## src/rtl/instruction_fetch_unit.sv

```systemverilog
// Fetch stage: holds the PC, drives the byte address to instruction memory and latches the returned word into IF/ID.
// Latency: the PC shown on imem_addr in cycle n appears in if_id_* in cycle n+1. A redirect costs one bubble.
// Backpressure: stall holds the PC and IF/ID. A redirect overrides stall. A fault halts fetch until reset.
module instruction_fetch_unit #(
  parameter logic [31:0] RESET_VECTOR = 32'h0000_0000,
  parameter int          IMEM_WORDS   = 32
) (
  input  logic        clk,
  input  logic        rst_n,
  input  logic        stall,
  input  logic        redirect_valid,
  input  logic [31:0] redirect_target,
  output logic [31:0] imem_addr,
  input  logic [31:0] imem_instr,
  output logic        if_id_valid,
  output logic [31:0] if_id_pc,
  output logic [31:0] if_id_pc_plus4,
  output logic [31:0] if_id_instr,
  output logic        fetch_fault,
  output logic [31:0] fetch_count
);

  localparam logic [31:0] NOP_INSTR  = 32'h0000_0013;
  localparam logic [31:0] IMEM_LIMIT = 32'(IMEM_WORDS);

  typedef enum logic {RUN, HALT} state_t;

  state_t      state, state_nxt;
  logic [31:0] pc, pc_nxt;
  logic        valid_nxt;
  logic [31:0] id_pc_nxt, id_pc4_nxt, id_instr_nxt;
  logic        fault_nxt;
  logic [31:0] count_nxt;
  logic        pc_out_of_range;

  // The memory address comes only from the PC register, so no input reaches an output combinationally.
  assign imem_addr       = pc;
  assign pc_out_of_range = ({2'b00, pc[31:2]} >= IMEM_LIMIT);

  // Register update: a synchronous reset restores every output to its idle value.
  always_ff @(posedge clk) begin
    if (!rst_n) begin
      state          <= RUN;
      pc             <= RESET_VECTOR;
      if_id_valid    <= 1'b0;
      if_id_pc       <= 32'h0;
      if_id_pc_plus4 <= 32'h0;
      if_id_instr    <= NOP_INSTR;
      fetch_fault    <= 1'b0;
      fetch_count    <= 32'h0;
    end else begin
      state          <= state_nxt;
      pc             <= pc_nxt;
      if_id_valid    <= valid_nxt;
      if_id_pc       <= id_pc_nxt;
      if_id_pc_plus4 <= id_pc4_nxt;
      if_id_instr    <= id_instr_nxt;
      fetch_fault    <= fault_nxt;
      fetch_count    <= count_nxt;
    end
  end

  // Next-state logic. In RUN the checks are ordered: misaligned redirect, redirect, stall, range check, then fetch.
  always_comb begin
    state_nxt    = state;
    pc_nxt       = pc;
    valid_nxt    = if_id_valid;
    id_pc_nxt    = if_id_pc;
    id_pc4_nxt   = if_id_pc_plus4;
    id_instr_nxt = if_id_instr;
    fault_nxt    = fetch_fault;
    count_nxt    = fetch_count;
    case (state)
      RUN: begin
        if (redirect_valid && (redirect_target[1:0] != 2'b00)) begin
          // A misaligned target can never be fetched, so halt and leave the PC unchanged.
          state_nxt = HALT;
          fault_nxt = 1'b1;
          valid_nxt = 1'b0;
        end else if (redirect_valid) begin
          // Flush the wrong-path instruction. Decode stalling does not block the flush.
          pc_nxt    = redirect_target;
          valid_nxt = 1'b0;
        end else if (stall) begin
          // Hold the PC and the IF/ID register until decode is ready.
        end else if (pc_out_of_range) begin
          state_nxt = HALT;
          fault_nxt = 1'b1;
          valid_nxt = 1'b0;
        end else begin
          id_pc_nxt    = pc;
          id_pc4_nxt   = pc + 32'd4;
          id_instr_nxt = imem_instr;
          valid_nxt    = 1'b1;
          pc_nxt       = pc + 32'd4;
          count_nxt    = fetch_count + 32'd1;
        end
      end
      HALT: begin
        valid_nxt = 1'b0;
        fault_nxt = 1'b1;
      end
      default: begin
        state_nxt = HALT;
        valid_nxt = 1'b0;
        fault_nxt = 1'b1;
      end
    endcase
  end

endmodule
```

## config.mk

```make
export PLATFORM = sky130hd
export DESIGN_NAME = instruction_fetch_unit
export DESIGN_NICKNAME = d
export VERILOG_FILES = /design/src/rtl/instruction_fetch_unit.sv
export SDC_FILE = /design/constraint.sdc
export NUM_CORES = 1
export LEC_CHECK = 0
export BUFFER_PORTS_ARGS = -buffer_cell sky130_fd_sc_hd__buf_2
export CORE_MARGIN = 2
export CORE_UTILIZATION = 25
export DETAILED_ROUTE_END_ITERATION = 6
export MAX_ROUTING_LAYER = met4
export PLACE_DENSITY = 0.59
export RECOVER_POWER = 100
export SYNTH_ARGS = -nofsm -noshare
export SYNTH_HDL_FRONTEND = slang
export SYNTH_SLANG_ARGS = --single-unit
export TNS_END_PERCENT = 100
```

## constraint.sdc

```tcl
create_clock -name clk -period 2.8 [get_ports clk]
set_input_delay 0 -clock clk [delete_from_list [all_inputs] [get_ports clk]]
set_output_delay 0 -clock clk [all_outputs]
set_load 0.01 [all_outputs]
```

### After elaboration in Yosys (flattened, before gate mapping)

Cells that the tools add are included.

* add/sub/neg operators: 2
* $lt $le $gt $ge: 1
* equality and inequality tests: 6
* muxes and demuxes: 18
* bitwise logic cells: 5
* reduce and logical (&&, ||, !) cells: 5

Operators with widths (number)
* 32-bit two-way mux: 3
* 32-bit by 1-bit adder with 32-bit output (second input constant): 1
* 32-bit by 3-bit adder with 32-bit output (second input constant): 1
* 30-bit by 6-bit >= comparator with 1-bit output (second input constant): 1
* 1-bit two-way mux: 13
* 3-bit != test (second input constant): 3
* 1-bit inverter: 5
* 5-bit AND reduction: 1
* 4-bit != test (second input constant): 1
* 1-bit case mux with 2 select lines: 2
* 4-bit AND reduction: 1
* 3-bit AND reduction: 1
* 2-bit by 1-bit != test with 1-bit output (second input constant): 1
* 2-bit != test (second input constant): 1
* 2-bit nonzero test: 1
* 1-bit logical AND: 1

* register bits: 163
* input bits: 68
* output and inout bits: 162
* logic and storage cells: 45

### Longest topological paths before layout

Gate-level depths: netlist (run 1).

* word-level depth: 6
* depth in mapped cells: 8
* gate-level depth less buffers: 6

### Least setup slack after synthesis (run 1)

OpenSTA, ideal clock, no wires.

* path type: register to register
* from: register pc[13], in the netlist imem_addr[13]
* to: register fetch_count[25]
* library setup time: 0.071 ns
* arrival: 1.973 ns
* data required time: 2.729 ns
* setup slack: 0.756 ns
* cell stages (with the launch flop): 7
* path buffers: 1
* period minus slack after synthesis: 2.044 ns
* cell sequence: dfxtp_1 -> nor4_4 -> nand3_2 -> or3_1 -> buf_2 -> or4_1 -> a21oi_1

* longest elaborated chain between the ends: 3

RTL lines
* from (decl): RTL line 29 `logic [31:0] pc, pc_nxt;`
* from (signal assigned): RTL line 53 `pc <= pc_nxt;`
* 30-bit by 6-bit >= comparator with 1-bit output: RTL line 38 `assign pc_out_of_range = ({2'b00, pc[31:2]} >= IMEM_LIMIT);`
* 1-bit inverter (no line)
* 5-bit AND reduction (no line)
* to (signal assigned): RTL line 59 `fetch_count <= count_nxt;`
* to (decl): RTL line 20 `output logic [31:0] fetch_count`

Every way passes these cells.
A chain may end at the register's enable or synchronous reset.

### Final worst setup path (run 1)

* from: register pc[21], in the netlist imem_addr[21]
* to: register pc[5], in the netlist imem_addr[5]

* longest elaborated chain between the ends: 3

RTL lines (RTL line)
* 30-bit by 6-bit >= comparator with 1-bit output: 38
* 2-bit != test (no line)
* 4-bit AND reduction (no line)

Every way passes these cells.

==> results of run 1 <==
==> report_power, final <==
group	internal [mW]	total [mW]	switching [mW]
logic	0.180	0.415	0.236
registers	2.33	2.38	0.0465
clock network	1.20	2.32	1.12
==> cell families after synthesis <==
| family | count (synthesis) |
|---|---|
| AOI/OAI and AO/OA | 125 |
| adders and majority gates | 3 |
| DFF | 161 |
| and+or+nand+nor | 308 |
| buffers and inverters | 55 |
| xor gates and xnor gates | 16 |
==> worst reg2reg max path: stages, from the launching register on <==
cell	delay, ns
sky130_fd_sc_hd__dfxtp_1	0.33
sky130_fd_sc_hd__nor4_1	0.47
sky130_fd_sc_hd__and4_1	0.56
sky130_fd_sc_hd__nand2_1	0.36
sky130_fd_sc_hd__clkbuf_2	0.41
sky130_fd_sc_hd__o21ai_0	0.26
sky130_fd_sc_hd__a21oi_1	0.09
==> final cells by class <==
class,instances,share of cell area
diodes,2,0.000598
inverters,8,0.00374
clock inverters,15,0.0196
multi-input cells,452,0.294
clock buffers,17,0.0508
flip-flops and latches,161,0.385
well taps,319,0.0477
repair buffers,306,0.199
==> registers in the layout, summed over array words and instances, names as in the netlist <==
register / flops
if_id_pc_plus4: 30
if_id_valid: 1
state: 1
fetch_count: 32
fetch_fault: 1
if_id_pc: 32
if_id_instr: 32
imem_addr: 32
==> repair_timing <==
action	CTS	global route
buffers inserted	0	0
endpoints found under the hold margin	59	0
resized for setup	0	0
hold buffers	60	0
==> metal layers <==
metal / global-route usage / share of wire / wire, um
met4: 0.0545 / 0.017 / 320
met1: 0.190 / 0.46 / 8660
met2: 0.234 / 0.47 / 8770
met3: 0.0381 / 0.051 / 955
met5: - / 0 / 0
==> synthesized netlist by cell type (all sizes together) (10+ instances only) <==
| cell type | count |
|---|---|
| a21oi | 80 |
| and3 | 55 |
| clkbuf | 40 |
| dfxtp | 161 |
| nand2 | 136 |
| nand3 | 23 |
| nand4 | 12 |
| nor2 | 30 |
| nor4 | 11 |
| o21ai | 16 |
| or3 | 14 |
| or4 | 10 |
==> how the worst min path moves through the flow <==
stage | from | endpoint | slack (ns) | depth (start not counted)
2_1_floorplan | imem_instr[0] | if_id_instr[0] | 0.12 | 2
3_3_place_gp | imem_instr[4] | if_id_instr[4] | 0.21 | 3
3_5_place_dp | imem_instr[1] | if_id_instr[1] | 0.22 | 3
4_1_cts | redirect_target[7] | imem_addr[7] | 0.03 | 4
5_1_grt | stall | state | 0.05 | 3
6_report | redirect_target[7] | imem_addr[7] | 0.05 | 4
==> metrics by stage <==
stage	cells	instance area, um2	hold WS, ns	util
floorplan	668	5900	0.124	-
global placement	1186	7420	0.209	0.318
detailed placement	1186	7420	0.215	0.318
CTS	1278	8610	0.0287	0.369
global route	1279	8370	0.0513	0.359
finish	1280	8370	0.0476	0.359
==> results.md, run 1 <==
Critical path:
- The reg-to-reg startpoint is imem_addr[21].
- Along the worst path, the maximum fanout reaches 20.
- The cell count along the critical path is 6.
- The worst register-to-register path ends at imem_addr[5].
- The type of the worst setup path is flip-flop to flip-flop.
- At the worst endpoint, the required time is 3.11 ns.
- Data arrives at the worst endpoint at 2.90 ns.
- STA classifies the critical path endpoint as a flip-flop.
- Together, buffers and inverters on the worst path number 1.
- The last element of the critical path is imem_addr[5].
- The startpoint type of the worst setup path is a flip-flop.
- The kind of cell with the highest combined delay along the critical path is simple AND/OR/NAND/NOR gates.
- Walking the worst path, the cells encountered are nor4_1 -> and4_1 -> nand2_1 -> clkbuf_2 -> o21ai_0 -> a21oi_1.
- For the worst flop-to-flop path, the logic depth is 6.
- The largest individual stage delay along the critical path comes from the cell sky130_fd_sc_hd__and4_1.
- The reg2reg setup slack is 0.21 ns.
- The largest incremental delay on the critical path is 0.56 ns.
- The launch point of the worst path is imem_addr[21].

Finish:
- The fraction of final layout cells with drive strength greater than 1 is 0.130.
- Across the whole layout, storage elements account for 3220 um2.
- The library cells used most frequently in the layout, excluding fill and tap cells, are 165 x sky130_fd_sc_hd__clkbuf_1, 161 x sky130_fd_sc_hd__dfxtp_1, 136 x sky130_fd_sc_hd__nand2_1.
- The most common library cell in the layout ignoring fill and taps is sky130_fd_sc_hd__clkbuf_1.
- The area added between synthesis and finish is 41.8%.
- Summing all multi-input logic gate instances after layout gives 2460 um2.
- The net count reported at finish is 1017.
- The number of filler instances in the final layout is 2461.

Global route:
- The number of global-route vias before repair is 5253.
- In the global route stage, overall resource usage came out at 0.151.
- The global-route wire length before repair is 28300 um.
- The initial antenna violation count was 1.
- Summed over all layers, the global routing overflow is 0.
- The maximum number of pins on one net before global-route repair is 63.

Die:
- The overall die width is 158 um.
- The total area inside the core boundary comes to 23300 um2.
- The vertical die dimension is 158 um.
- The initial utilization of the core area, before any placement, comes to 0.253.
- The floorplan step defined a die boundary enclosing 24800 um2.
- The count of standard-cell rows is 56.
- The I/O pin count is 230.

Yosys:
- Counting flops with an async set or reset pin after synthesis yields a share of 0.
- The arithmetic-cell share of the synthesized area counting full adders, half adders and majority gates is 0.00636.
- Among all flip-flop cells after synthesis, the most frequent one is sky130_fd_sc_hd__dfxtp_1.
- The dominant combinational cell family by area after synthesis is simple AND/OR/NAND/NOR gates.
- The area fraction in compound gates after synthesis is 0.123.
- The warning count from the yosys run is 0.
- Synthesis produced a netlist whose cell count is 668.
- The total nets after synthesis is 739.
- The share of synthesized area occupied by flip-flops and latches is 0.546.
- The cell area after synthesis is 5900 um2.
- The synthesized area per cell is 8.83 um2.
- Yosys mapped the design onto 38 distinct sky130hd cell types.
- The number of enable-type register cells in the synthesized netlist is 0.
- The post-synthesis cell type with the largest combined area is sky130_fd_sc_hd__dfxtp_1.
- The share of the synthesized area in the top cell type is 0.546.
- The number of storage elements in the synthesis netlist is 161.
- Sorting the synthesized cells by area gives the leading types as sky130_fd_sc_hd__dfxtp_1 55%, sky130_fd_sc_hd__nand2_1 8.7%, sky130_fd_sc_hd__a21oi_1 6.8%, sky130_fd_sc_hd__and3_1 5.8%, sky130_fd_sc_hd__clkbuf_1 2.5%.
- The xor/xnor cell area share of the yosys netlist is 0.0237.
- Measured against the total synthesized area, the mux share comes to 0.
- Of the total synthesized cell area, the portion taken by AND, OR, NAND and NOR gates is 0.262.

Power and ir drop:
- Summed over all cells, the static leakage comes to 3.17 nW.
- The worst voltage drop across the vdd grid is 0.344 mV.
- The post-route total power is 5.11 mW.
- The power density relative to cell area is 611 nW/um2.

Detailed routing:
- The number of routed nets with antenna violations is 0.
- Summed over all layers, the routed wires come to 18700 um.
- The average via count per standard cell is 4.46.
- The number of remaining DRC errors is 0.
- The first TritonRoute pass finished after 5 iterations.
- The first routing iteration left 359 violations.
- The vias after detailed routing is 5710.
- Dividing the detail-routed wire length by the instance count gives 14.6 um.

Placed design:
- Routability-driven placement finished with a final weighted congestion of 0.839.
- OpenSTA, run right after detailed placement, puts the worst setup slack at 0.295 ns.
- The post-DP HPWL is 12700 um.
- The number of buffer cells added on primary ports is 229.

CTS:
- The clock latency of the later-clocked register in the worst-skew pair is 0.43 ns.
- The number of buffers created by CTS is 17.
- CTS built an H-tree with a depth of 4.
- Clock-pin slew was measured on the worst setup and hold paths at 0.07 ns.
- The root buffer cell is sky130_fd_sc_hd__clkbuf_16.
- No sink is reached through more buffers than the 2 on the longest clock path.
- The clock sink total is 161.
- The TritonCTS clock tree is built.

Min path:
- The type of the tightest min-delay check is primary input to flip-flop.

Timing:
- Setup violations remaining at the end of the flow were counted as 0.
- Setup repair after global routing left no endpoint under its margin.
- Adding up every negative setup slack in the final design gives 0 ns.
- The worst path meets setup with 0.210 ns of slack.
- The headroom to the max-slew limit is 0.390.
- The post-layout minimum cycle time is 2.59 ns.
- The number of max-slew violations in the final report is 0.
- Timing would allow up to 386 MHz.
- The total count of hold-check failures in the final report is 0.
- On the final layout, the worst clock skew is 0.0166 ns.
- Of the available clock period, the critical path in the final layout requires 0.925.
- The transition at the pin with the smallest max-transition slack is 0.913 ns.

Flow run:
- Across the run, the number of max-cap violations was 0.

Status:
- The flow ran to the end, and the final reports show no timing, DRC or antenna violations.
(Power assumes the default switching activity.)
==> run 2: changes to the inputs <==
CORE_UTILIZATION = 50   (was 25)
CTS_BUF_LIST = sky130_fd_sc_hd__clkbuf_4   (was unset)
PLACE_DENSITY = 0.94   (was 0.59)
clock period = 2.6 ns   (was 2.8 ns; I/O delays follow)
==> run 2 against run 1 <==
Against the previous run:
- total power shrank 4.6%
- sequential share of layout area grew 0.99 points
- global-route usage grew 15 points
- core utilization grew 35 points
- sequential power grew 8%
==> results.md, run 2 (synthesized netlist as in run 1, its figures left out) <==
Finish:
- In the layout the commonest cells are 162 x sky130_fd_sc_hd__clkbuf_1, 161 x sky130_fd_sc_hd__dfxtp_1, 135 x sky130_fd_sc_hd__nand2_1.
- The number of filler instances in the final layout came to 883 (-64%).
- Leaving out fill and tap cells, the most frequent cell in the layout is sky130_fd_sc_hd__clkbuf_1.
- The area occupied by multi-input gates is 2470 um2 (+0.56%).
- The net count reported at finish was 1036 (+1.9%).
- The area added between synthesis and finish is 38.3%.
- The register area was 3220 um2 (unchanged).
- The fraction of final layout cells with drive strength greater than 1 is 0.135 (+0.00463).

Detailed routing:
- The vias after detailed routing came to 6149 (+7.7%).
- The detailed-router iteration count before antenna repair was 7 (+2).
- The number of remaining DRC errors is 0 (unchanged).
- The routed length per placed instance came to 17.0 um (+16%).
- The total length of routed wires is 19100 um (+2.1%).
- The average via count per standard cell is 5.47 (+23%).
- The number of routed nets with antenna violations is 0 (unchanged).
- The DRC violation total after the first TritonRoute iteration is 576 (+60%).

Global route:
- The global-route met3 utilization is 0.0621 (+0.0240).
- The aggregate global-route resource usage was 0.305 (+0.154).
- The maximum number of pins on one net before global-route repair is 95 (+51%).
- The initial antenna violation count is 2 (+1).
- The global routing usage on met1 came to 0.351 (+0.161).
- The met2 global-route usage is 0.503 (+0.269).
- The global-route congestion overflow total was 0 (unchanged).
- The number of global-route vias before repair is 5919 (+13%).
- The global routing stage identified its most utilized layer as met2.
- The global-route wire length before repair is 29900 um (+5.9%).

Die:
- The overall die width is 113 um (-29%).
- The area of the core is 11500 um2 (-51%).
- The vertical die dimension is 113 um (-29%).
- The initial cell density of the core came to 0.515 (+0.262).
- The die outline area is 12700 um2 (-49%).
- The I/O pin count is 230 (unchanged).
- The count of standard-cell rows is 39 (-30%).

Critical path:
- The arrival time reported for the critical path endpoint is 2.89 ns (about the same).
- The startpoint type of the worst setup path is a flip-flop.
- The required time at the worst-slack endpoint is 3.05 ns (-0.06 ns).
- The highest net fanout along the worst path came to 94 (+370%).
- The type of the worst setup path is flip-flop to flip-flop.
- The reg2reg setup slack is 0.15 ns (-0.06 ns).
- The endpoint kind of the worst setup timing path is a flip-flop.

CTS:
- The number of buffers created by CTS was 17 (unchanged).
- The clock sink total came to 161 (unchanged).
- The post-CTS clock slew at the launch and capture registers of the worst setup and hold paths is 0.13 ns (+0.06 ns).
- The H-tree depth reported by CTS is 4 (unchanged).
- The maximum number of buffers from clock root to sink is 2 (unchanged).
- The TritonCTS clock tree is built.
- The root buffer cell is sky130_fd_sc_hd__clkbuf_4.
- The clock latency of the later-clocked register in the worst-skew pair is 0.56 ns (+0.13 ns).

Placed design:
- The weighted congestion reported at the end of routability-driven placement is 0.871 (+3.8%).
- The worst slack at placement is 0.210 ns (-0.0853 ns).
- The number of buffer cells added on primary ports was 229 (unchanged).
- The post-DP HPWL is 11600 um (-8.2%).

Timing:
- The final worst-path setup slack is 0.154 ns (-0.0563 ns).
- The transition at the pin with the smallest max-transition slack was 0.693 ns (-0.220 ns).
- The number of setup violations in the final report came to 0 (unchanged).
- The number of max-slew violations in the final report is 0 (unchanged).
- The part of the cycle the worst path needs came to 0.941 (+0.0159).
- The post-layout minimum cycle time is 2.45 ns (-0.144 ns).
- The maximum operating frequency was 409 MHz (+5.9%).
- The headroom to the max-slew limit is 0.537 (+0.148).
- The largest clock skew in the final design came to 0.0115 ns (-0.00514 ns).
- The worst slack on hold paths is 0.117 ns (+0.0698 ns).
- The total count of hold-check failures in the final report is 0 (unchanged).

Power and ir drop:
- The leakage power total is 3.20 nW (+0.91%).
- The power density relative to cell area is 598 nW/um2 (-2.1%).
- The post-route total power is 4.88 mW (-4.6%).
- The worst voltage drop across the vdd grid is 0.464 mV (+35%).

Min path:
- The min-delay analysis places its worst path in the category primary input to flip-flop.

Status:
- The run finished with clean final reports.

Flow run:
- The max-capacitance violation count is 0 (unchanged).
==> run 2: power breakdown <==
group	internal, mW	total (mW)	switching, mW
Clock	0.969	1.85	0.878
Sequential	2.51	2.56	0.0470
Combinational	0.213	0.477	0.264
==> run 2: worst max-delay path: stages, from the launching register on <==
cell	delay, ns
sky130_fd_sc_hd__dfxtp_1	0.34
sky130_fd_sc_hd__nor4_1	0.38
sky130_fd_sc_hd__and4_2	0.47
sky130_fd_sc_hd__nand2_2	0.10
sky130_fd_sc_hd__buf_12	0.23
sky130_fd_sc_hd__nand2_1	0.11
sky130_fd_sc_hd__nand3_1	0.08
sky130_fd_sc_hd__dlygate4sd3_1	0.60
==> run 2: what timing repair did <==
action,CTS,global route
hold buffers,77,0
setup endpoints to repair,0,11
buffers inserted,0,1
hold endpoints to repair,74,0
gates resized for setup,0,2
==> run 2: path summary, 6_finish.rpt <==
check / end / start / cells past startpoint
worst min-delay path: imem_addr[3] / redirect_target[0] / 4
worst min register to register: if_id_instr[19] / if_id_instr[19] / 2
worst max-delay path: if_id_instr[4] / imem_addr[21] / 7
worst max register to register: if_id_instr[4] / imem_addr[21] / 7
==> run 2: metrics by stage <==
step,utilization,instance area [um2],cells,setup TNS (ns)
global placement,0.628,7200,1011,0
finish,0.712,8160,1124,0
floorplan,-,5900,668,0
global route,0.711,8160,1123,-0.108
detailed placement,0.628,7200,1011,0
CTS,0.728,8350,1120,0
==> run 2: area by class of cell <==
class                      count  area share
sequential                   161       0.395
multi-input combinational    452       0.303
timing repair buffer         325       0.230
clock inverter                14      0.0288
tap                          143      0.0219
clock buffer                  18      0.0166
inverter                       8     0.00368
antenna                        3    0.000920
==> run 2: routing by layer <==
| layer | wire, um | vias to the layer above |
|---|---|---|
| li1 | - | 2928 |
| met1 | 7530 | 2863 |
| met2 | 9620 | 300 |
| met3 | 1220 | 58 |
| met4 | 728 | 0 |
| met5 | 0 | - |
==> run 3: changes to the inputs <==
BUFFER_PORTS_ARGS = unset   (was -buffer_cell sky130_fd_sc_hd__buf_2)
CORE_UTILIZATION = 60   (was 50)
CTS_CLUSTER_SIZE = 40   (was unset)
DONT_BUFFER_PORTS = 1   (was unset)
HOLD_SLACK_MARGIN = 0.12   (was unset)
PLACE_DENSITY = 0.88   (was 0.94)
==> run 3 against run 2 <==
Against the previous run:
- wire length increased by 6.5%
- sequential share of layout area grew 3.1 points
- total power decreased by 8.4%
- final cell count fell by 17%
- combinational power is 4.4% lower
- hold slack improved by 0.045 ns
- first-iteration DRC count shrank 32%
- critical path type unchanged
==> results.md, run 3 (synthesized netlist as in run 1, its figures left out) <==
Power and ir drop:
- The reported net switching power was 1.27 mW (+6.9%).
- The power density relative to cell area is 592 nW/um2 (-1.1%).
- The worst voltage drop across the vdd grid is 0.448 mV (-3.6%).
- The net switching fraction of the power is 0.284 (+0.0406).
- The fraction of power consumed by sequential logic is 0.578 (+0.054).
- The cell-internal power is 3.20 mW (-13%).
- The leakage power total is 2.74 nW (-15%).
- The proportion of power drawn by combinational gates is 0.102 (+0.004).
- The clock group share of total power came to 0.320 (-0.058).

Critical path:
- Traced cell by cell, the critical path runs through nor4_2 -> nand4_1 -> buf_4 -> nor2_4 -> buf_8 -> nand2_1 -> dlygate4sd3_1 -> a21oi_2.
- The required time at the worst-slack endpoint is 3.10 ns (+0.05 ns).
- The critical path buffer and inverter count was 3 (+1).
- The startpoint type of the worst setup path is a flip-flop.
- The arrival time reported for the critical path endpoint is 3.09 ns (+0.20 ns).
- The highest net fanout along the worst path is 23 (-76%).
- Grouping stages by cell kind, the critical path spends the most delay in buffers and inverters.
- The highest-delay cell along the critical path is sky130_fd_sc_hd__dlygate4sd3_1.
- The largest incremental delay on the critical path is 0.58 ns (-0.02 ns).
- STA classifies the critical path endpoint as a flip-flop.
- The type of the worst setup path is flip-flop to flip-flop.

Timing:
- The transition at the pin with the smallest max-transition slack is 0.981 ns (+0.288 ns).
- The maximum operating frequency came to 385 MHz (-5.8%).
- The post-layout minimum cycle time is 2.60 ns (+0.151 ns).
- The total count of hold-check failures in the final report was 0 (unchanged).
- The number of setup violations in the final report came to 0 (unchanged).
- The largest clock skew in the final design is 0.0286 ns (+0.0171 ns).
- The part of the cycle the worst path needs is 0.999 (+0.0581).
- The headroom to the max-slew limit is 0.345 (-0.193).
- The worst slack on hold paths was 0.162 ns (+0.0448 ns).
- The final worst-path setup slack is 0.00277 ns (-0.151 ns).
- The number of max-slew violations in the final report is 0 (unchanged).

Placed design:
- The total instance count after detailed placement is 782 (-23%).
- The worst slack at placement is 0.167 ns (-0.0432 ns).
- The weighted congestion reported at the end of routability-driven placement is 0.893 (+2.4%).
- The number of buffer cells added on primary ports came to 0 (-100%).
- The post-DP HPWL is 10900 um (-6.0%).

Die:
- The vertical die dimension is 103 um (-8.4%).
- The area of the core came to 9640 um2 (-16%).
- The die outline area is 10600 um2 (-16%).
- The count of standard-cell rows is 36 (-7.7%).
- The initial cell density of the core was 0.612 (+0.0976).
- The I/O pin count was 230 (unchanged).
- The overall die width is 103 um (-8.4%).

Finish:
- The final non-filler cell total is 935 (-17%).
- The most common library cell in the layout ignoring fill and taps is sky130_fd_sc_hd__dfxtp_1.
- The fraction of final layout cells with drive strength greater than 1 was 0.0865 (-0.0485).
- Relative to the synthesized area, the layout overhead comes to 28.1%.
- In the layout the commonest cells are 161 x sky130_fd_sc_hd__dfxtp_1, 135 x sky130_fd_sc_hd__nand2_1, 113 x sky130_fd_sc_hd__dlygate4sd3_1.
- The net count reported at finish is 856 (-17%).

CTS:
- The TritonCTS clock tree is built.
- The maximum number of buffers from clock root to sink is 2 (unchanged).
- The root buffer cell is sky130_fd_sc_hd__clkbuf_4.
- The H-tree depth reported by CTS is 4 (unchanged).
- The number of buffers created by CTS is 17 (unchanged).
- The clock sink total is 161 (unchanged).
- The post-CTS clock slew at the launch and capture registers of the worst setup and hold paths was 0.16 ns (+0.03 ns).
- The clock latency of the later-clocked register in the worst-skew pair came to 0.57 ns (about the same).

Status:
- The run finished with clean final reports.

Global route:
- The maximum number of pins on one net before global-route repair is 64 (-33%).
- The number of global-route vias before repair came to 5564 (-6.0%).
- The aggregate global-route resource usage is 0.378 (+0.0724).
- The initial antenna violation count is 3 (+1).
- The global-route wire length before repair is 29300 um (-2.1%).
- The global-route congestion overflow total is 0 (unchanged).

Detailed routing:
- The routed length per placed instance is 21.8 um (+28%).
- The vias after detailed routing is 5722 (-6.9%).
- The detailed-router iteration count before antenna repair came to 7 (unchanged).
- The number of remaining DRC errors was 0 (unchanged).
- The number of routed nets with antenna violations was 0 (unchanged).
- The average via count per standard cell is 6.12 (+12%).
- The DRC violation total after the first TritonRoute iteration was 390 (-32%).
- The total length of routed wires came to 20300 um (+6.5%).

Min path:
- The type of the tightest min-delay check is primary input to flip-flop.

Flow run:
- The max-capacitance violation count is 0 (unchanged).
## run 3: per-layer routing
| layer | GRT usage | part of all wire | vias to the layer above |
|---|---|---|---|
| met2 | 0.599 | 0.49 | 405 |
| met5 | - | 0 | - |
| met3 | 0.148 | 0.11 | 112 |
| met1 | 0.399 | 0.35 | 2637 |
| li1 | - | - | 2568 |
| met4 | 0.223 | 0.057 | 0 |
## run 3: timing repair
action / 4_1_cts / 5_1_grt
setup endpoints to repair: 0 / 37
buffers inserted: 0 / 3
resized for setup: 0 / 14
hold endpoints to repair: 157 / 1
hold buffers: 113 / 1
## run 3: per-stage QoR
step                      instance area, um2  power, mW  utilization  setup TNS [ns]
after floorplan                         5900       2.81            -               0
after global placement                  6100       2.90        0.632               0
after detailed placement                6100       2.91        0.632               0
after CTS                               7500       4.39        0.778               0
after global routing                    7560       4.61        0.784         -0.0432
final                                   7560       4.47        0.784               0
## run 3: worst reg2reg max path, delay by kind of cell (launching register included)
| family | cells | cell delay, ns |
|---|---|---|
| buf+inv | 3 | 1.05 |
| simple gates | 4 | 0.92 |
| compound gates | 1 | 0.22 |
| flops | 1 | 0.36 |
## run 3: worst paths after layout
| path | slack (ns) | from | cells past startpoint | end |
|---|---|---|---|---|
| min reg2reg | 0.51 | if_id_instr[2] | 2 | if_id_instr[2] |
| min | 0.16 | imem_instr[10] | 3 | if_id_instr[10] |
| max reg2reg | 0.003 | imem_addr[18] | 8 | if_id_instr[20] |
| max | 0.003 | imem_addr[18] | 8 | if_id_instr[20] |
## run 3: layout make-up
class	instances	area [um2]
sequential	161	3220
multi-input combinational	452	2510
fill	633	2080
timing repair buffer	145	1350
tap	133	166
clock inverter	15	135
clock buffer	17	128
inverter	8	30.0
antenna	4	10.0
## run 3: power by group through the flow
stage,clock network (mW),logic (mW),registers [mW]
2_1_floorplan,0,0.194,2.62
3_3_place_gp,0,0.268,2.63
3_5_place_dp,0,0.279,2.63
4_1_cts,1.40,0.408,2.58
5_1_grt,1.53,0.482,2.59
6_report,1.43,0.456,2.59
